===== src/rtl/dead_time_pkg.sv =====
// Shared leg-state encoding and defaults for the dead-time inserter.
// Optional build macro DTI_FAULT_LATCH_EN is consumed by dead_time_inserter.
package dead_time_pkg;

    localparam int DT_WIDTH_DEFAULT = 8;

    typedef logic [2:0] leg_state_t;

    localparam leg_state_t IDLE    = 3'd0;
    localparam leg_state_t DEAD_HI = 3'd1;
    localparam leg_state_t HI_ON   = 3'd2;
    localparam leg_state_t DEAD_LO = 3'd3;
    localparam leg_state_t LO_ON   = 3'd4;

    // Dead state that precedes the gate the comparator currently asks for.
    function automatic leg_state_t dead_target(input logic want_hi);
        return want_hi ? DEAD_HI : DEAD_LO;
    endfunction

endpackage


===== src/rtl/dead_time_inserter_leg.sv =====
// One inverter leg: dead-time FSM, down-counter and registered gate pair.
// Gates decode the next state, so a gate drops on the same edge the leg leaves its ON state.
module dead_time_leg
    import dead_time_pkg::*;
#(
    parameter int DT_WIDTH = DT_WIDTH_DEFAULT
) (
    input  logic                clk,
    input  logic                reset_n,
    input  logic                clk_enable,
    input  logic                force_idle,
    input  logic [DT_WIDTH-1:0] dead_time,
    input  logic                cmp_in,
    output logic                gate_hi,
    output logic                gate_lo
);

    leg_state_t          state_q, state_d;
    logic [DT_WIDTH-1:0] cnt_q, cnt_d;
    logic                gate_hi_q, gate_hi_d;
    logic                gate_lo_q, gate_lo_d;

    always_comb begin
        state_d = state_q;
        cnt_d   = cnt_q;
        if (force_idle) begin
            state_d = IDLE;
            cnt_d   = '0;
        end else if (clk_enable) begin
            case (state_q)
                IDLE: begin
                    cnt_d   = dead_time;
                    state_d = dead_target(cmp_in);
                end
                DEAD_HI: begin
                    // A reversal mid-interval restarts the full dead time toward the other side.
                    if (!cmp_in) begin
                        cnt_d   = dead_time;
                        state_d = DEAD_LO;
                    end else if (cnt_q == '0) begin
                        state_d = HI_ON;
                    end else begin
                        cnt_d = cnt_q - 1'b1;
                    end
                end
                HI_ON: begin
                    if (!cmp_in) begin
                        cnt_d   = dead_time;
                        state_d = DEAD_LO;
                    end
                end
                DEAD_LO: begin
                    if (cmp_in) begin
                        cnt_d   = dead_time;
                        state_d = DEAD_HI;
                    end else if (cnt_q == '0) begin
                        state_d = LO_ON;
                    end else begin
                        cnt_d = cnt_q - 1'b1;
                    end
                end
                LO_ON: begin
                    if (cmp_in) begin
                        cnt_d   = dead_time;
                        state_d = DEAD_HI;
                    end
                end
                default: begin
                    state_d = IDLE;
                    cnt_d   = '0;
                end
            endcase
        end
        gate_hi_d = (state_d == HI_ON);
        gate_lo_d = (state_d == LO_ON);
    end

    always_ff @(posedge clk) begin
        if (!reset_n) begin
            state_q   <= IDLE;
            cnt_q     <= '0;
            gate_hi_q <= 1'b0;
            gate_lo_q <= 1'b0;
        end else begin
            state_q   <= state_d;
            cnt_q     <= cnt_d;
            gate_hi_q <= gate_hi_d;
            gate_lo_q <= gate_lo_d;
        end
    end

    assign gate_hi = gate_hi_q;
    assign gate_lo = gate_lo_q;

endmodule


===== src/rtl/dead_time_inserter.sv =====
// Complementary gate-pair generator with programmable dead time for NUM_LEGS inverter legs.
// Define DTI_FAULT_LATCH_EN to latch fault_active until fault_clr; otherwise it tracks fault.
module dead_time_inserter
    import dead_time_pkg::*;
#(
    parameter int NUM_LEGS = 3,
    parameter int DT_WIDTH = DT_WIDTH_DEFAULT
) (
    input  logic                clk,
    input  logic                reset_n,
    input  logic                clk_enable,
    input  logic [DT_WIDTH-1:0] dead_time,
    input  logic [NUM_LEGS-1:0] cmp_in,
    input  logic                fault,
    input  logic                fault_clr,
    output logic [NUM_LEGS-1:0] gate_hi,
    output logic [NUM_LEGS-1:0] gate_lo,
    output logic                fault_active
);

    logic fault_active_q, fault_active_d;

`ifdef DTI_FAULT_LATCH_EN
    always_comb begin
        fault_active_d = fault | (fault_active_q & ~fault_clr);
    end
`else
    logic unused_fault_clr;
    assign unused_fault_clr = fault_clr;

    always_comb begin
        fault_active_d = fault;
    end
`endif

    always_ff @(posedge clk) begin
        if (!reset_n) begin
            fault_active_q <= 1'b0;
        end else begin
            fault_active_q <= fault_active_d;
        end
    end

    assign fault_active = fault_active_q;

    // Legs see the post-edge fault status, so they go IDLE on the same edge it asserts.
    for (genvar i = 0; i < NUM_LEGS; i++) begin : g_leg
        dead_time_leg #(
            .DT_WIDTH(DT_WIDTH)
        ) u_leg (
            .clk       (clk),
            .reset_n   (reset_n),
            .clk_enable(clk_enable),
            .force_idle(fault_active_d),
            .dead_time (dead_time),
            .cmp_in    (cmp_in[i]),
            .gate_hi   (gate_hi[i]),
            .gate_lo   (gate_lo[i])
        );
    end

endmodule


===== config.mk =====
export PLATFORM = sky130hd
export DESIGN_NAME = dead_time_inserter
export DESIGN_NICKNAME = d
export VERILOG_FILES = /design/src/rtl/dead_time_pkg.sv /design/src/rtl/dead_time_inserter_leg.sv /design/src/rtl/dead_time_inserter.sv
export SDC_FILE = /design/constraint.sdc
export NUM_CORES = 1
export LEC_CHECK = 0
export BUFFER_PORTS_ARGS = -buffer_cell sky130_fd_sc_hd__buf_2
export CORE_MARGIN = 2
export CORE_UTILIZATION = 65
export CTS_CLUSTER_SIZE = 8
export DETAILED_ROUTE_END_ITERATION = 8
export PLACE_DENSITY = 0.94
export SLEW_MARGIN = 20
export SYNTH_ARGS = -nofsm -noshare
export SYNTH_HDL_FRONTEND = slang
export SYNTH_SLANG_ARGS = --single-unit

===== constraint.sdc =====
create_clock -name clk -period 4.1 [get_ports clk]
set_input_delay 0.82 -clock clk [delete_from_list [all_inputs] [get_ports clk]]
set_output_delay 0.82 -clock clk [all_outputs]
set_load 0.1 [all_outputs]

==> results of run 1 <==
-- placed cells by master, fill, tap and decap left out, drive strengths merged, types with 3 or more instances in the layout --
cell type,n
o2bb2ai,9
nor2b,7
nand3b,5
nand2b,9
ha,6
o31ai,4
o21ai,24
nor3b,3
mux2i,4
nand4,3
a22oi,9
nor3,18
nor4,7
and2,9
a21boi,6
and3,4
o21a,5
clkbuf,8
or3b,3
a31oi,3
nor2,26
nand2,25
buf,22
o211ai,5
or4b,3
dfxtp,40
a32oi,8
a21oi,16
o22ai,10
nand3,8
inv,16
-- state kept, by name, indices dropped and copies added, names as in the netlist --
signal and cells:
g_leg.u_leg.gate_hi 3, g_leg.u_leg.cnt_q 24, fault_active 1, g_leg.u_leg.gate_lo 3
g_leg.u_leg.state_q 9
-- power breakdown --
group,switching [uW],internal [uW],total (uW)
registers,21.7,402,423
clock network,143,137,280
logic,124,75.8,200
total,288,615,903
-- layout make-up --
type	instances	area [um^2]	share of cell area
multi-input combinational	278	1830	0.618
sequential	40	801	0.270
timing repair buffer	22	113	0.0380
clock buffer	8	90.1	0.0304
tap	52	65.1	0.0220
inverter	17	63.8	0.0215
-- worst min-delay path by stage --
| stage | endpoint | slack [ns] |
|---|---|---|
| floorplan | g_leg[1].u_leg.cnt_q[6]$_SDFFE_PP0P_ | 0.45 |
| global placement | g_leg[1].u_leg.cnt_q[6]$_SDFFE_PP0P_ | 0.47 |
| detailed placement | g_leg[0].u_leg.cnt_q[7]$_SDFFE_PP0P_ | 0.48 |
| CTS | g_leg[1].u_leg.cnt_q[6]$_SDFFE_PP0P_ | 0.49 |
| global route | g_leg[0].u_leg.cnt_q[7]$_SDFFE_PP0P_ | 0.51 |
| finish | g_leg[0].u_leg.cnt_q[7]$_SDFFE_PP0P_ | 0.50 |
-- worst max-delay path: cells and delay by family --
kind | cells | cell delay [ns]
compound gates | 3 | 0.96
simple gates | 1 | 0.26
buf+inv | 2 | 0.84
-- metrics by stage --
| step | setup slack, ns | util | hold WS (ns) | instances |
|---|---|---|---|---|
| 2_1_floorplan | 1.85 | - | 0.453 | 364 |
| 3_3_place_gp | 1.28 | 0.669 | 0.473 | 409 |
| 3_5_place_dp | 1.18 | 0.669 | 0.483 | 409 |
| 4_1_cts | 1.47 | 0.690 | 0.493 | 417 |
| 5_1_grt | 1.29 | 0.690 | 0.515 | 417 |
| 6_report | 1.44 | 0.690 | 0.496 | 417 |
-- logic make-up (layout without fill, tap and decap cells) --
logic type / after synthesis / count (layout) / share of synthesized area
and+or+nand+nor: 138 / 138 / 0.266
adders and majority gates: 6 / 6 / 0.0263
DFF: 40 / 40 / 0.281
muxes: 5 / 5 / 0.0180
AOI/OAI and AO/OA: 125 / 125 / 0.320
buffers and inverters: 46 / 47 / 0.0764
xor gates and xnor gates: 4 / 4 / 0.0123
-- routing by layer --
layer / track usage / vias to the layer above / part of all wire
li1: - / 1364 / -
met1: 0.386 / 1331 / 0.42
met2: 0.491 / 137 / 0.48
met3: 0.0664 / 12 / 0.082
met4: 0.111 / 0 / 0.014
met5: 0 / - / 0
==> flow_metrics.env, run 1 <==
export IMPL_result_of_the_run="completed"
export IMPL_row_count=24
export IMPL_synth_seq_area_share=0.281
export IMPL_vias_per_cell=6.82
export IMPL_timing_fmax_ghz=0.376
export IMPL_power_leakage_uw=0.00111
export IMPL_rsz0062_at_grt="false"
export IMPL_postLayoutCellArea_um2=2960
export IMPL_yosys_area_top_type="sky130_fd_sc_hd__dfxtp_1"
export IMPL_placement_cell_area_um2=2870
export IMPL_netlist_instances=364
export IMPL_clk_pin_slew_worst_paths_ns=0.08
export IMPL_timing_final_crit_period_ns=2.66
export IMPL_cts_tree="yes"
export IMPL_clk_root_buffer_cell="sky130_fd_sc_hd__clkbuf_8"
export IMPL_antenna_violations_before_repair=0
export IMPL_synth_yosys_warnings=0
export IMPL_htreeDepth=2
export IMPL_crit_arrival_ns=2.90
export IMPL_synthesis_nets=386
export IMPL_synth_largest_type_area_fraction=0.281
export IMPL_detail_route_iter0_violations=268
export IMPL_crit_chain="buf_2 -> clkinv_1 -> a2111o_1 -> nand3b_1 -> o21ai_0 -> o2bb2ai_1"
export IMPL_num_io_pins=23
export IMPL_timing_reg2reg_setup_slack_ns=1.67
export IMPL_grt_first_pass_wirelength_um=11900
export IMPL_cts_setup_buffers=0
export IMPL_postCtsHoldBufs=0
export IMPL_via_total_after_detailed_routing=2844
export IMPL_fillers=353
export IMPL_wire_per_inst_um=17.1
export IMPL_clock_skew_ns=0.00738
export IMPL_drive_above_1_share=0.123
export IMPL_clock_latency_ns=0.30
export IMPL_timing_rr_start="g_leg[2].u_leg.cnt_q[0]$_SDFFE_PP0P_"
export IMPL_core_area_um2=4290
export IMPL_post_cts_resized=0
export IMPL_grt_overflow_total=0
export IMPL_detail_route_first_pass_iterations=5
export IMPL_synthesis_area_per_instance_um2=7.83
export IMPL_report_final_slew_viol_count=0
export IMPL_crit_path_top_delay_cell="sky130_fd_sc_hd__a2111o_1"
export IMPL_design_die_area_um2=4930
export IMPL_numPortBuffers=21
export IMPL_dp_hpwl_um=5000
export IMPL_setup_viol=0
export IMPL_most_frequent_cell_after_synthesis="sky130_fd_sc_hd__dfxtp_1"
export IMPL_critPathCaptureType="flop"
export IMPL_worst_hold_path_num_cells=1
export IMPL_remaining_drc_errors=0
export IMPL_num_antenna_cells=0
export IMPL_hp_start="g_leg[0].u_leg.cnt_q[7]$_SDFFE_PP0P_"
export IMPL_post_route_period_util=0.648
export IMPL_setup_worst_path_start="clk_enable"
export IMPL_yosys_cell_types_count=69
export IMPL_drt_total_wl_um=7110
export IMPL_async_set_or_reset_register_ratio_after_synthesis=0
export IMPL_area_growth_pct=4.00
export IMPL_maxSlewHeadroom=0.473
export IMPL_finalSetupTns_ns=0
export IMPL_postSynth_topFlopCell="sky130_fd_sc_hd__dfxtp_1"
export IMPL_fin_nets=386
export IMPL_timing_reg2reg_worst_path_depth=7
export IMPL_die_height_um=70.2
export IMPL_antenna_left=0
export IMPL_gp_congestion=0.931
export IMPL_cts_buffers_inserted=5
export IMPL_initial_core_util=0.663
export IMPL_timing_critical_path_from_type="input pin"
export IMPL_grt_max_degree=31
export IMPL_crit_type="in -> reg"
export IMPL_cts_root_to_sink_buffers=2
export IMPL_number_of_global_route_vias_before_repair=2585
export IMPL_grt_total_usage=0.300
export IMPL_ys_ff_latch=40
export IMPL_max_cap_violations=0
export IMPL_dieWidth_um=70.2
export IMPL_setup_worst_path_end="g_leg[0].u_leg.cnt_q[3]$_SDFFE_PP0P_"
export IMPL_yosys_top_cells_count="40 x sky130_fd_sc_hd__dfxtp_1, 26 x sky130_fd_sc_hd__nor2_1, 25 x sky130_fd_sc_hd__nand2_1"
export IMPL_crit_path_max_incr_delay_ns=0.59
export IMPL_yosys_top_cells_area="sky130_fd_sc_hd__dfxtp_1 28%, sky130_fd_sc_hd__o21ai_0 4.2%, sky130_fd_sc_hd__nor2_1 3.4%"
export IMPL_required_ns=4.34
export IMPL_worst_tran_pin_value_ns=0.784
export IMPL_post_layout_total_power_uw=903
export IMPL_powerDensity_nw_per_um2=305
export IMPL_regToRegEndpoint="g_leg[2].u_leg.gate_lo$_SDFF_PN0_"
export IMPL_worstHoldPathType="reg -> reg"
export IMPL_synth_enable_flop_cells=0
export IMPL_vdd_ir_drop_max_mv=0.234
export IMPL_crit_path_max_fanout=30
export IMPL_clock_sinks=40
export IMPL_hold_viol_final=0
export IMPL_syn_area_um2=2850
Note: power is estimated with default switching activity, not from simulation.
==> inputs of run 2 (changes only) <==
--- a/config.mk
+++ b/config.mk
@@ -7,10 +7,10 @@
 export LEC_CHECK = 0
 export BUFFER_PORTS_ARGS = -buffer_cell sky130_fd_sc_hd__buf_2
 export CORE_MARGIN = 2
-export CORE_UTILIZATION = 65
+export CORE_UTILIZATION = 60
 export CTS_CLUSTER_SIZE = 8
 export DETAILED_ROUTE_END_ITERATION = 8
-export PLACE_DENSITY = 0.94
+export PLACE_DENSITY = 0.88
 export SLEW_MARGIN = 20
 export SYNTH_ARGS = -nofsm -noshare
 export SYNTH_HDL_FRONTEND = slang
==> constraint.sdc (replaced) <==
create_clock -name clk -period 2.7 [get_ports clk]
set_input_delay 0.54 -clock clk [delete_from_list [all_inputs] [get_ports clk]]
set_output_delay 0.54 -clock clk [all_outputs]
set_load 0.1 [all_outputs]
==> run 2 against run 1 <==
Against the previous run:
- via count is 1.4% lower
- critical path type is now reg -> reg
- sequential share of layout area shrank 0.70 points
- highest routed layer unchanged
- register-to-register slack worse by 1.4 ns
- clock skew is 0.0011 ns lower
- die area is 7.8% higher
- total power up 63%
- combinational power grew 53%
- utilization decreased by 3.7 points
- clock power is 87% higher
- non-clock buffer count up 6
- wire length decreased by 2.2%
- largest power group unchanged
- first-iteration DRC count up 3.0%
==> flow_metrics.env, run 2 (synthesis results as in run 1) <==
export IMPL_clk_root_buffer_cell="sky130_fd_sc_hd__clkbuf_8"
export IMPL_clock_latency_ns=0.30
export IMPL_max_cap_violations=0
export IMPL_required_ns=2.87
export IMPL_wire_per_inst_um=16.4
export IMPL_drive_above_1_share=0.143
export IMPL_vdd_ir_drop_max_mv=0.336
export IMPL_grt_first_pass_wirelength_um=11700
export IMPL_regToRegEndpoint="g_leg[2].u_leg.cnt_q[3]$_SDFFE_PP0P_"
export IMPL_cts_buffers_inserted=5
export IMPL_timing_final_crit_period_ns=2.39
export IMPL_worst_tran_pin_value_ns=0.684
export IMPL_gp_congestion=0.960
export IMPL_num_antenna_cells=0
export IMPL_postLayoutCellArea_um2=3040
export IMPL_rsz0062_at_grt="false"
export IMPL_crit_path_max_fanout=6
export IMPL_detail_route_first_pass_iterations=7
export IMPL_antenna_left=0
export IMPL_result_of_the_run="completed"
export IMPL_core_area_um2=4660
export IMPL_worst_hold_path_num_cells=1
export IMPL_vias_per_cell=6.60
export IMPL_die_height_um=72.9
export IMPL_layout_common_cells="40 x sky130_fd_sc_hd__dfxtp_1, 26 x sky130_fd_sc_hd__nor2_1, 25 x sky130_fd_sc_hd__nand2_1"
export IMPL_powerDensity_nw_per_um2=484
export IMPL_dieWidth_um=72.9
export IMPL_grt_overflow_total=0
export IMPL_placement_cell_area_um2=2920
export IMPL_cts_setup_buffers=0
export IMPL_numPlacedInstances=417
export IMPL_design_die_area_um2=5320
export IMPL_setup_worst_path_start="g_leg[2].u_leg.cnt_q[0]$_SDFFE_PP0P_"
export IMPL_clk_pin_slew_worst_paths_ns=0.08
export IMPL_timing_critical_path_from_type="flop"
export IMPL_antenna_violations_before_repair=0
export IMPL_setup_worst_path_end="g_leg[2].u_leg.cnt_q[3]$_SDFFE_PP0P_"
export IMPL_crit_arrival_ns=2.56
export IMPL_mostFrequentLayoutCell="sky130_fd_sc_hd__dfxtp_1"
export IMPL_post_route_period_util=0.887
export IMPL_numPortBuffers=21
export IMPL_timing_reg2reg_worst_path_depth=7
export IMPL_maxSlewHeadroom=0.544
export IMPL_via_total_after_detailed_routing=2804
export IMPL_fillers=415
export IMPL_hold_viol_final=0
export IMPL_cts_root_to_sink_buffers=2
export IMPL_largestRegisters="g_leg.u_leg.cnt_q x24, g_leg.u_leg.state_q x9"
export IMPL_critPathCaptureType="flop"
export IMPL_area_growth_pct=6.76
export IMPL_initial_core_util=0.611
export IMPL_drt_total_wl_um=6960
export IMPL_setup_viol=0
export IMPL_fin_nets=392
export IMPL_postCtsHoldBufs=0
export IMPL_clock_skew_ns=0.00633
export IMPL_num_io_pins=23
export IMPL_detail_route_iter0_violations=276
export IMPL_htreeDepth=2
export IMPL_timing_fmax_ghz=0.418
export IMPL_finalSetupTns_ns=0
export IMPL_dp_hpwl_um=4960
export IMPL_grt_max_degree=18
export IMPL_cts_tree="yes"
export IMPL_timing_rr_start="g_leg[2].u_leg.cnt_q[0]$_SDFFE_PP0P_"
export IMPL_hp_start="g_leg[1].u_leg.cnt_q[6]$_SDFFE_PP0P_"
export IMPL_crit_type="reg -> reg"
export IMPL_post_cts_resized=0
export IMPL_stdcell_count=425
export IMPL_grt_total_usage=0.277
export IMPL_power_leakage_uw=0.00116
export IMPL_largest_register_ff_count=24
export IMPL_clock_sinks=40
export IMPL_timing_reg2reg_setup_slack_ns=0.31
export IMPL_registers_top_by_ff_count="g_leg.u_leg.cnt_q"
export IMPL_row_count=25
export IMPL_report_final_slew_viol_count=0
export IMPL_remaining_drc_errors=0
export IMPL_worstHoldPathType="reg -> reg"
export IMPL_number_of_global_route_vias_before_repair=2498
-- run 2: routing by layer --
metal / vias up / track usage / part of all wire
li1: 1376 / - / -
met1: 1305 / 0.373 / 0.45
met2: 110 / 0.461 / 0.47
met4: 0 / 0.0823 / 0.018
met3: 13 / 0.0387 / 0.062
met5: - / 0 / 0
-- run 2: how the worst min path moves through the flow --
stage	end	slack, ns
global placement	g_leg[1].u_leg.cnt_q[6]$_SDFFE_PP0P_	0.47
finish	g_leg[1].u_leg.cnt_q[6]$_SDFFE_PP0P_	0.49
detailed placement	g_leg[1].u_leg.cnt_q[6]$_SDFFE_PP0P_	0.48
global route	g_leg[1].u_leg.cnt_q[6]$_SDFFE_PP0P_	0.51
floorplan	g_leg[1].u_leg.cnt_q[6]$_SDFFE_PP0P_	0.45
CTS	g_leg[1].u_leg.cnt_q[6]$_SDFFE_PP0P_	0.49
-- run 2: critical path, stage by stage (launching register included) --
cell and delay, ns:
sky130_fd_sc_hd__dfxtp_1 0.35, sky130_fd_sc_hd__inv_1 0.10, sky130_fd_sc_hd__ha_1 0.20, sky130_fd_sc_hd__or4b_2 0.69, sky130_fd_sc_hd__o2111ai_1 0.50, sky130_fd_sc_hd__nor2_1 0.11, sky130_fd_sc_hd__o21ai_0 0.19, sky130_fd_sc_hd__o21ai_0 0.12
-- run 2: power by group --
part / total (uW) / switching [uW] / internal (uW)
combinational: 306 / 187 / 119
clock: 524 / 221 / 302
sequential: 642 / 32.2 / 610
-- run 2: final cells by class --
cell class,count,area [um^2],share of cell area
clock buffers,6,82.6,0.0271
clock inverters,2,38.8,0.0128
multi-input cells,278,1830,0.602
well taps,54,67.6,0.0222
flip-flops and latches,40,801,0.263
inverters,17,63.8,0.0210
repair buffers,28,158,0.0518
-- run 2: metrics by stage --
step,power (uW),utilization,setup WS (ns),hold WS [ns]
final,1470,0.653,0.306,0.491
after floorplan,891,-,0.455,0.453
after detailed placement,955,0.627,0.324,0.476
after global placement,944,0.627,0.388,0.474
after CTS,1480,0.653,0.309,0.488
after global routing,1530,0.653,0.180,0.507
